File: src/rtl/comp_ora.sv
// rtl/comp_ora.sv - multi-channel comparator ORA with session control and verdict
// Optional X-masking input cmp_mask enabled by defining COMP_ORA_MASK_EN.
module comp_ora #(
  parameter int RC_BITS  = 2,
  parameter int CHANNELS = 4,
  parameter int CNT_BITS = 8,
  parameter int IDX_BITS = 16
) (
  input  logic                         clk,
  input  logic                         rst_n,
  input  logic                         start,
  input  logic                         cmp_en,
  input  logic                         last,
  input  logic [CHANNELS*RC_BITS-1:0]  rc_op,
  input  logic [CHANNELS*RC_BITS-1:0]  ff_sig,
`ifdef COMP_ORA_MASK_EN
  input  logic [CHANNELS*RC_BITS-1:0]  cmp_mask,
`endif
  output logic                         res,
  output logic [CHANNELS-1:0]          ch_fail,
  output logic [CNT_BITS-1:0]          fail_cnt,
  output logic [IDX_BITS-1:0]          first_fail_idx,
  output logic                         first_fail_vld,
  output logic                         done,
  output logic                         pass
);

  localparam logic [1:0] ST_IDLE = 2'd0;
  localparam logic [1:0] ST_RUN  = 2'd1;
  localparam logic [1:0] ST_DONE = 2'd2;

  localparam logic [CNT_BITS-1:0] CNT_MAX = '1;
  localparam logic [IDX_BITS-1:0] IDX_MAX = '1;

  logic [1:0]                   state;
  logic [IDX_BITS-1:0]          idx;
  logic [CHANNELS*RC_BITS-1:0]  diff;
  logic [CHANNELS-1:0]          mism;
  logic                         any_mism;

`ifdef COMP_ORA_MASK_EN
  assign diff = (rc_op ^ ff_sig) & ~cmp_mask;
`else
  assign diff = rc_op ^ ff_sig;
`endif

  always_comb begin
    mism = '0;
    for (int k = 0; k < CHANNELS; k++) begin
      mism[k] = |diff[k*RC_BITS +: RC_BITS];
    end
  end

  assign any_mism = |mism;

  // start wins over everything, including a compare presented in the same cycle
  always_ff @(posedge clk or negedge rst_n) begin
    if (!rst_n) begin
      state          <= ST_IDLE;
      idx            <= '0;
      res            <= 1'b0;
      ch_fail        <= '0;
      fail_cnt       <= '0;
      first_fail_idx <= '0;
      first_fail_vld <= 1'b0;
      done           <= 1'b0;
      pass           <= 1'b0;
    end else if (start) begin
      state          <= ST_RUN;
      idx            <= '0;
      res            <= 1'b0;
      ch_fail        <= '0;
      fail_cnt       <= '0;
      first_fail_idx <= '0;
      first_fail_vld <= 1'b0;
      done           <= 1'b0;
      pass           <= 1'b0;
    end else if (state == ST_RUN && cmp_en) begin
      res     <= any_mism;
      ch_fail <= ch_fail | mism;
      if (any_mism && fail_cnt != CNT_MAX) begin
        fail_cnt <= fail_cnt + 1'b1;
      end
      if (any_mism && !first_fail_vld) begin
        first_fail_idx <= idx;
        first_fail_vld <= 1'b1;
      end
      if (idx != IDX_MAX) begin
        idx <= idx + 1'b1;
      end
      if (last) begin
        state <= ST_DONE;
        done  <= 1'b1;
        pass  <= ~|(ch_fail | mism);
      end
    end else begin
      res <= 1'b0;
    end
  end

endmodule

File: config.mk
export PLATFORM = sky130hd
export DESIGN_NAME = comp_ora
export DESIGN_NICKNAME = d
export VERILOG_FILES = /design/src/rtl/comp_ora.sv
export SDC_FILE = /design/constraint.sdc
export NUM_CORES = 1
export LEC_CHECK = 0
export ABC_AREA = 1
export BUFFER_PORTS_ARGS = -buffer_cell sky130_fd_sc_hd__buf_2
export CORE_MARGIN = 2
export CORE_UTILIZATION = 55
export CTS_BUF_LIST = sky130_fd_sc_hd__clkbuf_2 sky130_fd_sc_hd__clkbuf_4 sky130_fd_sc_hd__clkbuf_8
export DETAILED_ROUTE_END_ITERATION = 16
export GPL_TIMING_DRIVEN = 0
export HOLD_SLACK_MARGIN = 0.05
export PLACE_DENSITY_LB_ADDON = 0.2
export SLEW_MARGIN = 10
export SYNTH_ARGS = -nofsm -noshare
export SYNTH_HDL_FRONTEND = slang
export SYNTH_SLANG_ARGS = --single-unit
File: constraint.sdc
create_clock -name clk -period 4.6 [get_ports clk]
set_clock_uncertainty 0.05 [all_clocks]
set_input_delay 0.23 -clock clk [delete_from_list [all_inputs] [get_ports clk]]
set_output_delay 0.23 -clock clk [all_outputs]
set_load 0.05 [all_outputs]
; ---- Word-level counts from Yosys, hierarchy flattened
; Index checks and enable logic that the tools add are counted.
; Widths: inputs -> output; s select.
[classes]
n_addsub = 2
eq_ne = 3
reduce_logical = 20
shifts = 0
n_div = 0
n_mux = 25
bitwise = 2
n_mul = 0
n_lt_le_gt_ge = 0
[ops]
columns = operator, n
row1 = $mux 16, 6
row2 = $mux 8, 3
row3 = $add 16x1->16 const B, 1
row4 = $ne 16x16->1 const B, 1
row5 = $mux 1, 11
row6 = $reduce_bool 2->1, 5
row7 = $add 8x1->8 const B, 1
row8 = $mux 4, 2
row9 = $ne 8x8->1 const B, 1
row10 = $reduce_and 2->1, 4
row11 = $reduce_or 2->1, 4
row12 = $reduce_or 8->1, 1
row13 = $xor 8x8->8, 1
row14 = $mux 2, 3
row15 = $or 4x4->4, 1
row16 = $reduce_or 4->1, 1
row17 = $logic_and 1x1->1, 3
row18 = $eq 2x1->1 const B, 1
row19 = $logic_not 1->1, 2
[word_totals]
mem_bits_rw = 0
mem_bits_ro = 0
out_inout_bits = 32
elab_cells = 61
mem_count = 0
latchBits = 0
input_bits = 21
ff_bits = 50

; ---- Logic depth before layout (Yosys ltp)
[depth]
ltp_word = 8
ltp_mapped = 12
mapped_depth_nobuf = 12

; ---- Worst setup path after synthesis
; OpenSTA, ideal clock, no wires.
[synth_timing]
kind = register to register
startpoint = reg fail_cnt[0]
endpoint = reg fail_cnt[3]
setup_slack_ps = 2741
required_ps = 4483
arrival_ps = 1742
n_path_buf = 0
setup_ps = 67
stages_incl_launch_ff = 8
synth_period_minus_slack_ps = 1859
path_cell_list = dfrtp_1 -> ha_1 -> nand3_1 -> nor2_1 -> nand3_2 -> nand3_2 -> nand3_1 -> nand2_1
[synth_between]
elab_chain_len = 4
elab_cells_between_ends = 8
cone_classes = add/sub (1) / eq/ne (1) / mux (3) / reduce/logical (3)
[synth_lines]
columns = element, line
row1 = "start, declared", 21  ; output logic [CNT_BITS-1:0] fail_cnt,
row2 = "start signal, assigned", 82  ; fail_cnt <= fail_cnt + 1'b1;
row3 = $add 8x1->8 / $ne 8x8->1 (equally long branches), "82, 81"
row4 = $mux 8 / $logic_and 1x1->1 (equally long branches), 81  ; if (any_mism && fail_cnt != CNT_MAX) begin
row5 = $mux 8 / $reduce_bool 2->1 (equally long branches), -
row6 = $mux 8 / $reduce_and 2->1 (equally long branches), -
; Parallel ways exist; a longest one is shown, timed or not. The select of a mux whose other input is x is not followed.
; A chain may end at the register's enable or synchronous reset.

; ---- Worst setup path after layout
[layout_timing]
startpoint = reg idx[0]
endpoint = reg idx[3]
[layout_between]
elab_chain_len = 4
elab_cells_between_ends = 7
cone_classes = add/sub (1) / eq/ne (1) / mux (3) / reduce/logical (2)
[layout_lines]
columns = element, line
row1 = "start, declared", 36  ; logic [IDX_BITS-1:0] idx;
row2 = "start signal, assigned", 89  ; idx <= idx + 1'b1;
row3 = $add 16x1->16, 89
row4 = $mux 16, 88  ; if (idx != IDX_MAX) begin
row5 = $mux 16, 78  ; end else if (state == ST_RUN && cmp_en) begin
row6 = $mux 16, 68  ; end else if (start) begin
; Parallel ways exist; a longest one is shown, timed or not. The select of a mux whose other input is x is not followed.

==> key figures <==
Finish
  – Finished Layout Cells: slightly above 500
  – Design area: 3253 µm²
  – Area grow syn2layout: 17.22%
  – Layout cells sized above 1: 18.10%
  – Ant. Diodes: 0
  – Fin nets: about 460

Floorplan
  – Chip Width: 75.04 µm
  – FP Rows: 25
  – Io pins: between 50 and 60
  – Die height: 75.04 µm
  – Initial Util: 57.99%
  – Die ar.: 5630 µm²
  – Core area: 4786 µm²

Yosys
  – Commonest cells post-synth: 111 x nand2_1, 49 x dfrtp_1, 47 x inv_1
  – Most frequent cell after synthesis: nand2_1
  – Flop and latch count out of synthesis: 49
  – Post-synth EDFFs: 0
  – Synth area leader: dfrtp_1
  – Synthesized instance count: 382
  – Cell area after synthesis: 2775 µm²
  – Post-synthesis async set-or-reset flop share: 100.0%
  – Register area share after synthesis: 44.18%
  – Syn_area_per_cell: 7.265 µm²
  – Number of library cell types mapped by synthesis: 26
  – Warnings, synthesis: 0
  – Synth Net Count: 405
  – Top-area cell type share of the netlist area: ~44%
  – Synth top area cells: dfrtp_1 44%, nand2_1 15%, nand3_1 6.5%, inv_1 6.4%, nor2_1 5.8%
  – Most common flop cell mapped by yosys: dfrtp_1

Drt
  – Drt total wl: 6.222 mm
  – Iter 0 DRT Violations: 159
  – DR vias: 2,542
  – WL/cell: 12.22 µm
  – Drt drc: 0
  – DR pass1 iterations: 4
  – ANT nets after route: 0
  – Vias per cell: 4.994

Pwr
  – Worst IR drop on VDD: 152.5 µV
  – Power Total: 965.7 µW
  – Power per cell area: 296.9 nW/µm²
  – Leakage: 1.821 nW

GRT
  – GRT Overall Usage: between 20% and 30%
  – Largest net degree at the start of global routing: 50
  – Vias in the first global route: 2,389
  – First-pass GRT wire length: around 11 mm
  – GR Overflow Total: 0
  – Antenna violations before repair: 0

Placement
  – DP Area: 3119 µm²
  – Placed insts: between 500 and 600
  – Final HPWL DP: 4.566 mm
  – Port bufs: 52
  – Gp weighted congestion: 0.9130

Critical path
  – Slowest-stage cell, CP: dfrtp_1
  – Crit path cell chain: ha_1 > nand2_1 > inv_1 > nand2_2 > nor2_1 > nand2_1 > nand3_1 > o21ai_0
  – Setup crit start kind: flip-flop
  – FF-to-FF End: idx[3]
  – Critical path arrival: approximately 2.0 ns
  – R2R depth: 8
  – Setup Crit Path Kind: flip-flop to flip-flop
  – Worst Setup End Kind: flip-flop
  – Required @ worst endpoint: 4.77 ns
  – Max incr delay on CP: approximately 0.44 ns
  – R2r startpoint: idx[0]
  – Most frequent CP cell: nand2_1
  – Crit path max fanout: 6
  – CP startpoint: idx[0]
  – Reg-to-reg slack, setup: 2.80 ns

STA
  – Worst Tran Pin Value: 1.061 ns
  – Total negative slack: 0 ns
  – Max_slew headroom: 29.29%
  – Achievable clock frequency: 0.5558 GHz
  – Final hold vios: 0
  – Slew Limit Fails: 0
  – Final min period: 1.799 ns
  – Final worst path period share: 39.11%
  – RSZ-0062 raised after global routing: false
  – Final setup fails: 0

Job
  – Max-cap viol count: 0

Clock tree
  – Hold_buf cts: 0
  – Max clock buf depth: 2
  – CTS tree: built
  – Root Buffer: clkbuf_8
  – CTS H-tree lvls: 2
  – Clock-pin slew on the worst setup and hold paths: 0.09 ns
  – Gates resized, CTS repair: 0
  – Post-CTS setup buffers: 0
  – Worst-Skew Late Latency: 0.31 ns
  – Inserted Clock Buffers: 5
  – Clock sink count: between 40 and 50

Status
  – Outcome: completed

Hold path
  – Hold Crit Class: input pin to asynchronous set/reset pin
worst max path at each step:
stage	to	slack, ns	cells past startpoint
6_report	idx[3]	2.80	8
5_1_grt	idx[3]	2.65	8
4_1_cts	idx[3]	2.80	8
3_5_place_dp	idx[3]	2.82	8
3_3_place_gp	idx[14]	2.86	12
2_1_floorplan	fail_cnt[3]	2.74	7
sequential cells by signal (all words and copies together) (netlist names):
signal,count
pass,1
first_fail_idx,16
fail_cnt,8
res,1
ch_fail,4
state,1
idx,16
done,1
first_fail_vld,1
per-stage QoR:
step                      setup WS [ns]  hold slack (ns)  util (%)
final                             2.801          0.05450     67.97
after global routing              2.653           0.1504     67.97
after CTS                         2.796           0.1014     67.97
after global placement            2.861           0.4326     65.18
after floorplan                   2.741          -0.1156         -
after detailed placement          2.816           0.4325     65.18
layout by cell type, fill, tap and decap left out, drive strengths merged:
cell type	synthesis	layout
a21oi	6	6
nor3	3	3
nand4	21	21
bufinv	0	2
nand2	118	118
inv	50	50
nand3	39	39
buf	3	55
nor2	46	46
xor2	11	11
clkbuf	7	12
clkinv	4	5
dfrtp	49	49
ha	2	2
or2	1	1
xnor2	3	3
o21ai	17	17
nor4	1	1
o21bai	1	1
cells by family (layout without fill, tap and decap cells):
kind of cell	Yosys count	count (layout)	synth area share, %
and+or+nand+nor	229	229	36.93
buffers and inverters	64	124	9.152
DFF	49	49	44.18
AOI/OAI and AO/OA	24	24	4.418
xor gates and xnor gates	14	14	4.418
adders and majority gates	2	2	0.9016
per-layer routing:
layer | track usage, % | vias to the layer above | wire length [µm]
met5 | 0 | - | 0
met4 | 6.746 | 0 | 62
met3 | 4.685 | 6 | 251
met2 | 40.16 | 60 | 2927
met1 | 33.28 | 1151 | 2982
li1 | - | 1325 | -
where the power goes:
group          leakage, nW  switching (mW)  internal, mW
logic                 1.08           0.107        0.0386
registers            0.671          0.0132         0.444
clock network       0.0681           0.147         0.216
critical path, delay by kind of cell, from the launching register on:
kind            cells  cell delay [ns]
simple gates        5             0.63
buf+inv             1             0.08
fa+ha+maj           1             0.24
compound gates      1             0.28
flops               1             0.44
final cells by class:
cell class                      count  area, µm²
Buffer                             10      51.30
Clock buffer                        5      68.82
Clock inverter                      3      65.06
Fill cell                         427       1533
Inverter                           54      202.7
Multi-Input combinational cell    269       1295
Sequential cell                    49       1226
Tap cell                           67      83.83
Timing Repair Buffer               52      260.3
Power figures use the tool's default switching activity.
